### src/rtl/tdm_demux_16.sv
// tdm_demux_16: 1-to-16 TDM serial demultiplexer rebuilding a parallel frame
// clk, rst_n        : rising-edge clock, asynchronous active-low reset
// din, din_valid    : serial slot bit and its qualifier
// frame_start       : marks the current valid bit as slot 0
// dout, dout_valid  : assembled frame (bit k = slot k) held until dout_ready
// dout_ready        : consumer accepts dout when dout_valid && dout_ready
// slot, busy        : next expected slot index, receiver is in sync
// frame_err         : one-cycle pulse when frame_start resyncs mid-frame
// overrun           : one-cycle pulse when a completed frame is dropped
module tdm_demux_16 #(
  parameter int NUM_CH = 16,
  parameter int SEL_W = 4
) (
  input  logic              clk,
  input  logic              rst_n,
  input  logic              din,
  input  logic              din_valid,
  input  logic              frame_start,
  output logic [NUM_CH-1:0] dout,
  output logic              dout_valid,
  input  logic              dout_ready,
  output logic [SEL_W-1:0]  slot,
  output logic              busy,
  output logic              frame_err,
  output logic              overrun
);
  typedef enum logic {IDLE, RECV} state_t;
  localparam logic [SEL_W-1:0] LAST = SEL_W'(NUM_CH - 1);
  state_t            state;
  logic [NUM_CH-2:0] shadow;
  logic              start, wr, commit;
  // Slot 0 is (re)established by frame_start whenever we are not already at slot 0.
  assign start  = din_valid && frame_start && (state == IDLE || slot != '0);
  assign wr     = din_valid && state == RECV && !start;
  // The last slot bit goes straight from din into dout; shadow only holds the first 15.
  assign commit = wr && slot == LAST;
  assign busy   = state == RECV;
  always_ff @(posedge clk or negedge rst_n) begin
    if (!rst_n) begin
      state      <= IDLE;
      slot       <= '0;
      shadow     <= '0;
      dout       <= '0;
      dout_valid <= 1'b0;
      frame_err  <= 1'b0;
      overrun    <= 1'b0;
    end else begin
      frame_err <= start && state == RECV;
      overrun   <= commit && dout_valid && !dout_ready;
      if (start) begin
        shadow[0] <= din;
        slot      <= SEL_W'(1);
        state     <= RECV;
      end else if (wr) begin
        if (slot != LAST) shadow[slot] <= din;
        slot <= slot + SEL_W'(1);
      end
      if (commit && (!dout_valid || dout_ready)) begin
        dout       <= {din, shadow};
        dout_valid <= 1'b1;
      end else if (dout_ready) begin
        dout_valid <= 1'b0;
      end
    end
  end
endmodule

### config.mk
export PLATFORM = sky130hd
export DESIGN_NAME = tdm_demux_16
export DESIGN_NICKNAME = d
export VERILOG_FILES = /design/src/rtl/tdm_demux_16.sv
export SDC_FILE = /design/constraint.sdc
export NUM_CORES = 1
export LEC_CHECK = 0
export BUFFER_PORTS_ARGS = -buffer_cell sky130_fd_sc_hd__buf_2
export CORE_MARGIN = 1
export CORE_UTILIZATION = 59
export CTS_CLUSTER_DIAMETER = 60
export CTS_CLUSTER_SIZE = 16
export DETAILED_ROUTE_END_ITERATION = 6
export GPL_TIMING_DRIVEN = 0
export MAX_ROUTING_LAYER = met4
export PLACE_DENSITY = 0.89
export SKIP_LAST_GASP = 1
export SYNTH_ARGS = -nofsm -noshare
export SYNTH_HDL_FRONTEND = slang
export SYNTH_SLANG_ARGS = --single-unit
### constraint.sdc
create_clock -name clk -period 4.8 [get_ports clk]
set_clock_uncertainty 0.15 [all_clocks]
set_input_delay 0.72 -clock clk [delete_from_list [all_inputs] [get_ports clk]]
set_output_delay 0.72 -clock clk [all_outputs]
set_load 0.03 [all_outputs]
==> Word level (Yosys, flattened, before mapping) <==
Index checks and enable logic that the tools add are counted.
{ "op_classes": {"add_sub_neg": 1, "eq_ne": 2, "n_lt_le_gt_ge": 2, "bitwise_logic": 2, "n_reduce_logical": 21, "mux": 10} }
{ "op_table": {"columns": ["operator", "count"], "rows": [
  ["bitwise mux 15 bit", 1],
  ["logical AND 1 bit", 10],
  ["2-to-1 mux 4 bit", 2],
  ["2-to-1 mux 1 bit", 6],
  ["nonzero test 2 bit", 3],
  ["< comparator 4 x 5 -> 1 bit, second input constant", 1],
  ["adder 4 x 1 -> 4 bit, second input constant", 1],
  ["demux 1 bit (select 4 bit)", 1],
  ["equality test 4 bit, second input constant", 1],
  ["greater-or-equal comparator 4 x 1 -> 1 bit, second input constant", 1],
  ["inequality test 4 bit, second input constant", 1],
  ["nonzero test 4 bit", 1],
  ["logical NOT 1 bit", 3],
  ["AND reduction 3 bit", 1],
  ["logical OR 1 bit", 2],
  ["inverter 1 bit", 2],
  ["AND reduction 2 bit", 1]
]} }
{ "totals": {"reg_bits": 39, "elab_cells": 46, "input_bits": 6} }

==> Depth between registers and ports, before layout <==
Gate-level depths: netlist of run 1.
{ "depth": {"depth_word": 8, "ltp_mapped": 8} }

==> Worst setup path after synthesis of run 1 <==
No wires, ideal clock.
{ "synth_timing": {"path_kind": "reg2reg", "start": "register slot[0]", "end": "register dout[0]", "synth_period_minus_slack_ps": 2121, "required_time_ps": 4525, "arrival_ps": 1846, "path_stages_with_launch": 9, "path_slack_ps": 2679, "path_cell_list": "dfrtp_1 ha_1 and3_1 buf_6 nand4_4 nor2b_2 buf_6 buf_12 mux2_4"} }
{ "synth_via": {"elab_chain_len": 7, "word_cells_on_any_way": 8, "classes_between": "eq/ne: 1; reduce/logical: 7"} }
{ "synth_lines": {"columns": ["item", "line", "text"], "rows": [
  ["start, declared", "22", "output logic [SEL_W-1:0] slot,"],
  ["start signal, assigned", "56", "slot <= slot + SEL_W'(1);"],
  ["nonzero test 4 bit", "33", "assign start = din_valid && frame_start && (state == IDLE || slot != '0);"],
  ["logical OR 1 bit", "33", null],
  ["logical AND 1 bit", "33", null],
  ["logical NOT 1 bit", "34", "assign wr = din_valid && state == RECV && !start;"],
  ["logical AND 1 bit", "34", null],
  ["logical AND 1 bit *", "36", "assign commit = wr && slot == LAST;"],
  ["logical AND 1 bit *", "58", "if (commit && (!dout_valid || dout_ready)) begin"],
  ["end signal, assigned", "59", "dout <= {din, shadow};"],
  ["end, declared", "19", "output logic [NUM_CH-1:0] dout,"]
]} }
Mark *: on every way between the ends. The rest lies on a longest branch, timed or not.
A chain may end at the register's enable or synchronous reset.

==> Final worst setup path of run 1 <==
{ "layout_timing": {"start": "register slot[0]", "end": "register dout[13]"} }
The elaborated chain is that of the path after synthesis.

==> results of run 1 <==
==> path summary, 6_finish.rpt <==
kind                            cells past startpoint                   from                    end
worst min register to register                      1  shadow[4]$_DFFE_PN0P_  shadow[4]$_DFFE_PN0P_
min in group clk                                    1  shadow[4]$_DFFE_PN0P_  shadow[4]$_DFFE_PN0P_
worst min-delay path                                1                  rst_n   dout[15]$_DFFE_PN0P_
worst max-delay path                                8    slot[0]$_DFFE_PN0P_   dout[13]$_DFFE_PN0P_
worst max register to register                      8    slot[0]$_DFFE_PN0P_   dout[13]$_DFFE_PN0P_
max in group asynchronous                           1                  rst_n  shadow[0]$_DFFE_PN0P_
==> worst reg2reg max path, cell delays in order, from the launching register on <==
cell	delay, ns
dfrtp_1	0.49
ha_1	0.21
and3_1	0.16
buf_6	0.12
nand4_4	0.11
nor2b_2	0.14
buf_6	0.14
buf_12	0.15
mux2_4	0.30
==> where the power goes <==
group          switching (mW)  internal [mW]
registers              0.0403          0.391
logic                   0.158          0.109
clock network          0.0952         0.0521
==> routing by layer <==
metal	wire length (um)	track usage	vias to the layer above
li1	-	-	507
met1	1350	0.279	533
met2	1270	0.308	42
met3	145	0.0760	10
met4	73	0.0941	0
met5	0	-	-
==> cells by family after synthesis <==
logic type      after synthesis
compound gates                4
buf+inv                       9
xor+xnor                      3
simple gates                 38
fa+ha+maj                     4
flops                        39
mux                          31
==> final cells by class <==
type	instances	area, um^2
Buffer	7	60.1
Inverter	2	7.51
Sequential cell	39	976
Multi-Input combinational cell	80	703
Fill cell	196	810
Tap cell	31	38.8
Timing Repair Buffer	29	145
Clock buffer	6	41.3
==> metrics by stage <==
stage	area, um^2	std cells	hold WS [ns]
after floorplan	1750	128	0.274
after global placement	1930	188	0.337
after detailed placement	1930	188	0.341
after CTS	1970	194	0.334
after global routing	1970	194	0.380
final	1970	194	0.327
==> flip-flops by register name, indices dropped and copies added, names as in the netlist <==
register	flops
overrun	1
dout_valid	1
frame_err	1
busy	1
dout	16
slot	4
shadow	15
==> cells in the final DEF (no fill, tap or decap) <==
| cell type | count |
|---|---|
| dfrtp_1 | 39 |
| buf_2 | 31 |
| mux2_2 | 21 |
| nand2_1 | 16 |
| mux2_4 | 10 |
| nor2_1 | 5 |
| clkbuf_4 | 5 |
| ha_1 | 4 |
| nand2b_1 | 3 |
| clkbuf_1 | 3 |
| nand4_1 | 3 |
| inv_1 | 2 |
| and3_1 | 2 |
| buf_6 | 2 |
| and2_1 | 2 |
| xnor2_1 | 2 |
| o21ai_0 | 2 |
| nand4b_1 | 2 |
| nand4_4 | 1 |
| a31oi_1 | 1 |
| nor2b_2 | 1 |
| buf_12 | 1 |
| a21oi_1 | 1 |
| nor4_1 | 1 |
| nor4b_1 | 1 |
| nor4b_2 | 1 |
| xor2_1 | 1 |
==> results.json, run 1 <==
{
  "i_o_pin_cnt": 30,
  "rsz_0062_raised_after_global_routing": "no",
  "drv.max_cap_violation_count": 0,
  "detail_route.first_pass.iterations": 5,
  "path_max_fanout": 10,
  "vert_die_dim_um": 56.4,
  "timing.critical_path.slowest_cell_delay_ns": 0.49,
  "timing.setup.critical_path_class": "flip-flop to flip-flop",
  "netlist_area_pre_place_um2": 1750,
  "synthSimpleGateAreaFrac": 0.125,
  "rrSetupSlack_ns": 2.71,
  "finish.utilization": 0.709,
  "fmax_mhz": 478,
  "detailedRoute.firstIterationViolations": 23,
  "final_layout_size_suffix_gt1_frac": 0.448,
  "synth-seq-cells": 39,
  "min_path_type": "input port to asynchronous set/reset pin",
  "postSynthCellCount": 128,
  "critPathCaptureType": "flip-flop",
  "final.period_utilization": 0.436,
  "wire_length_of_the_first_global_routing_pass_um": 4940,
  "min_period_ns": 2.09,
  "power.density_nw_per_um2": 429,
  "timing.critical_path.arrival_ns": 2.17,
  "nets_in_the_synthesized_netlist": 138,
  "die-area_um2": 3180,
  "cpMaxStageDelayCell": "dfrtp_1",
  "leading_post_synthesis_cells_by_cell_area": "dfrtp_1 (56%), mux2_2 (14%), mux2_4 (8.6%)",
  "worstPathCellList": "ha_1 > and3_1 > buf_6 > nand4_4 > nor2b_2 > buf_6 > buf_12 > mux2_4",
  "drt_wl_total_um": 2840,
  "syn2layout_area_growth_pct": 12.9,
  "status": "finished clean",
  "cts_tree": "yes",
  "synth_largest_area_cell": "dfrtp_1",
  "worstSetupStartpointType": "flip-flop",
  "track_usage": 0.215,
  "residual_overflow_from_global_routing": 0,
  "synth_commonest_cells": "dfrtp_1 (39), mux2_2 (21), nand2_1 (16), mux2_4 (10), nor2_1 (5)",
  "nets": 174,
  "start_util": 0.628,
  "yosys.cell_types.count": 26,
  "synth-async-reset-ratio": 1.00,
  "hpwl_um": 1990,
  "worst_skew_pair.late_latency_ns": 0.34,
  "peakVddDrop_v": 0.000397,
  "hold_buffers": 0,
  "max-clock-path-buffers": 2,
  "worst_path_dominant_cell_family": "flip-flops",
  "gp_congestion": 0.887,
  "setup_slack_ns": 2.71,
  "cts-buffers-inserted": 5,
  "detailroute.via_count": 1092,
  "clockRootBuffer": "clkbuf_4",
  "hold_viol_final": 0,
  "leak_nw": 1.02,
  "relSlewSlack": 0.442,
  "crit_path_top_cell_by_count": "buf_6",
  "xor_and_xnor_area_share_after_synthesis": 0.0150,
  "ctsHtreeMaxLevel": 2,
  "antenna_found_initial": 0,
  "post_cts_resize_count": 0,
  "grt_max_degree": 40,
  "n_antenna_cell": 0,
  "routed_wire_length_per_instance_um": 14.6,
  "drt.antenna.violating_nets": 0,
  "fin_tns_setup_ns": 0,
  "fin_total_pwr_uw": 845,
  "synth-edff-count": 0,
  "critPathBufInv": 3,
  "yosysSeqAreaShare": 0.559,
  "yosysMostFrequentCell": "dfrtp_1",
  "synth_top_area_share": 0.559,
  "synth_top_family_by_area": "multiplexers",
  "synth-adder-area-share": 0.0287,
  "post_synthesis_mean_instance_area_um2": 13.6,
  "cts.repair_timing.setup_buffer_count": 0,
  "grt_pass1_vias": 1096,
  "drc": 0,
  "dp_slack_ns": 2.53,
  "fraction_of_the_mapped_netlist_area_in_compound_gates": 0.0122,
  "die_width_um": 56.4,
  "post_synth_mux_area_share": 0.221,
  "worst_slew_pin_slew_ns": 0.836,
  "final-max-slew-violation-count": 0,
  "fp-row-count": 19,
  "buffer_ports.inserted": 29,
  "design.core.area_um2": 2780,
  "post_drt_via_cell_ratio": 5.63,
  "required_ns": 4.88,
  "clkSinkCount": 39,
  "worst_setup_hold_path_clk_slew_ns": 0.10,
  "yosys_most_used_dff": "dfrtp_1",
  "synth.yosys.warnings": 0,
  "timing.final.setup_violations": 0
}
No activity file was read; power rests on OpenSTA's default activity.
==> inputs of run 2 (changes only) <==
--- a/config.mk
+++ b/config.mk
@@ -7,13 +7,13 @@
 export LEC_CHECK = 0
 export BUFFER_PORTS_ARGS = -buffer_cell sky130_fd_sc_hd__buf_2
 export CORE_MARGIN = 1
-export CORE_UTILIZATION = 59
+export CORE_UTILIZATION = 49
 export CTS_CLUSTER_DIAMETER = 60
 export CTS_CLUSTER_SIZE = 16
 export DETAILED_ROUTE_END_ITERATION = 6
 export GPL_TIMING_DRIVEN = 0
 export MAX_ROUTING_LAYER = met4
-export PLACE_DENSITY = 0.89
+export PLACE_DENSITY = 0.8
 export SKIP_LAST_GASP = 1
 export SYNTH_ARGS = -nofsm -noshare
 export SYNTH_HDL_FRONTEND = slang
==> constraint.sdc (replaced) <==
create_clock -name clk -period 1.75 [get_ports clk]
set_clock_uncertainty 0.15 [all_clocks]
set_input_delay 0.2625 -clock clk [delete_from_list [all_inputs] [get_ports clk]]
set_output_delay 0.2625 -clock clk [all_outputs]
set_load 0.03 [all_outputs]
==> results.json, run 2 (same netlist as run 1, synthesis figures left out) <==
{
  "critPathCaptureType": "flip-flop",
  "clockRootBuffer": "clkbuf_4",
  "drc": 0,
  "leak_nw": 1.08,
  "worstPathCellList": "ha_4 > and3_4 > nand4_4 > nor2b_2 > buf_6 > bufbuf_16 > mux2_4",
  "cpMaxStageDelayCell": "dfrtp_2",
  "required_ns": 1.84,
  "hold_viol_final": 0,
  "timing.final.setup_violations": 17,
  "residual_overflow_from_global_routing": 0,
  "die_width_um": 61.7,
  "fin_total_pwr_mw": 2.61,
  "final.period_utilization": 1.05,
  "largest_register_ffs": 16,
  "antenna_found_initial": 0,
  "peakVddDrop_v": 0.000823,
  "worst_skew_pair.late_latency_ns": 0.34,
  "fp-row-count": 21,
  "start_util": 0.519,
  "min_period_ns": 1.84,
  "leading_cell_type_in_the_layout_fill_and_taps_excluded": "dfrtp_1",
  "vert_die_dim_um": 61.7,
  "fin_tns_setup_ns": -0.740,
  "ctsHtreeMaxLevel": 2,
  "rsz_0062_raised_after_global_routing": "yes",
  "clkSinkCount": 39,
  "detailedRoute.firstIterationViolations": 34,
  "grt_max_degree": 40,
  "status": "finished, violations left",
  "n_antenna_cell": 0,
  "drt.antenna.violating_nets": 0,
  "worst_slew_pin_slew_ns": 0.829,
  "detail_route.first_pass.iterations": 4,
  "setup_slack_ns": -0.0937,
  "drt_wl_total_um": 3310,
  "timing.critical_path.slowest_cell_delay_ns": 0.40,
  "worst_setup_hold_path_clk_slew_ns": 0.11,
  "grt_pass1_vias": 1123,
  "failing_checks": "negative setup slack",
  "detailroute.via_count": 1125,
  "min_path_type": "input port to flip-flop",
  "timing.critical_path.arrival_ns": 1.93,
  "post_drt_via_cell_ratio": 5.09,
  "syn2layout_area_growth_pct": 23.9,
  "layout_top_registers": "dout x16, shadow x15, slot x4",
  "finish.utilization": 0.644,
  "highest_count_cells_in_the_layout_ignoring_fill_and_taps": "dfrtp_1 (34), buf_2 (31), mux2_2 (21), nand2_1 (16), buf_4 (11)",
  "path_max_fanout": 5,
  "buffer_ports.inserted": 29,
  "wire_length_of_the_first_global_routing_pass_um": 5240,
  "critPathBufInv": 2,
  "max-clock-path-buffers": 2,
  "power.density_nw_per_um2": 1200,
  "final_layout_size_suffix_gt1_frac": 0.566,
  "cts_tree": "yes",
  "design.core.area_um2": 3360,
  "nets": 185,
  "i_o_pin_cnt": 30,
  "final-max-slew-violation-count": 0,
  "worst_path_dominant_cell_family": "simple AND/OR/NAND/NOR gates",
  "worstSetupStartpointType": "flip-flop",
  "gp_congestion": 0.814,
  "hpwl_um": 2220,
  "track_usage": 0.201,
  "cts-buffers-inserted": 5,
  "relSlewSlack": 0.447,
  "die-area_um2": 3810,
  "fmax_mhz": 542,
  "drv.max_cap_violation_count": 0,
  "routed_wire_length_per_instance_um": 15.0,
  "timing.setup.critical_path_class": "flip-flop to flip-flop",
  "dp_slack_ns": -0.190,
  "largest-register": "dout"
}
-- run 2: report_power, final --
part,internal [mW],total [mW],switching [mW]
sequential,1.08,1.18,0.0959
combinational,0.438,0.977,0.539
clock,0.186,0.454,0.268
-- run 2: final timing paths --
check                                       start                   end  slack [ns]  cells after the start
max                           slot[1]$_DFFE_PN0P_  dout[11]$_DFFE_PN0P_       -0.09                      7
min                                    dout_ready     overrun$_DFF_PN0_        0.04                      3
max reg2reg                   slot[1]$_DFFE_PN0P_  dout[11]$_DFFE_PN0P_       -0.09                      7
min reg2reg                shadow[14]$_DFFE_PN0P_  dout[14]$_DFFE_PN0P_        0.36                      1
max in group asynchronous                   rst_n   slot[0]$_DFFE_PN0P_        0.47                      2
min in group asynchronous                   rst_n  dout[10]$_DFFE_PN0P_        0.40                      2
-- run 2: repair_timing --
item                                   in CTS  in global routing
pin swaps                                   2                  2
endpoints found under the hold margin      39                  0
setup endpoints to repair                  24                 26
gates cloned                                1                  0
setup buffers                               9                  2
resized for setup                           4                  5
hold buffers                                1                  0
-- run 2: area by class of cell --
class / count / area [um^2]
flip-flops and latches: 39 / 982
well taps: 46 / 57.6
multi-input cells: 80 / 762
inverters: 2 / 7.51
repair buffers: 42 / 270
clock buffers: 6 / 51.3
fillers: 272 / 1200
clock inverters: 1 / 5.00
plain buffers: 5 / 28.8
-- run 2: per-stage QoR --
step                hold WS [ns]  area (um^2)  cells
global placement           0.239         1980    203
detailed placement         0.265         1980    203
CTS                       0.0306         2150    220
global route              0.0383         2160    221
finish                    0.0412         2160    221
floorplan                 -0.183         1770    128
-- run 2: metal layers --
metal,global-route usage,vias up,routed length [um]
met5,-,-,0
li1,-,531,-
met1,0.255,555,1470
met3,0.0559,3,161
met4,0.0476,0,37
met2,0.320,36,1640
-- run 2: worst register-to-register path, delay by kind of cell (launching register included) --
| family | cells | cell delay (ns) |
|---|---|---|
| buffers and inverters | 2 | 0.36 |
| multiplexers | 1 | 0.29 |
| AND/OR/NAND/NOR | 3 | 0.41 |
| adder cells (fa/ha/maj) | 1 | 0.14 |
| flip-flops | 1 | 0.40 |
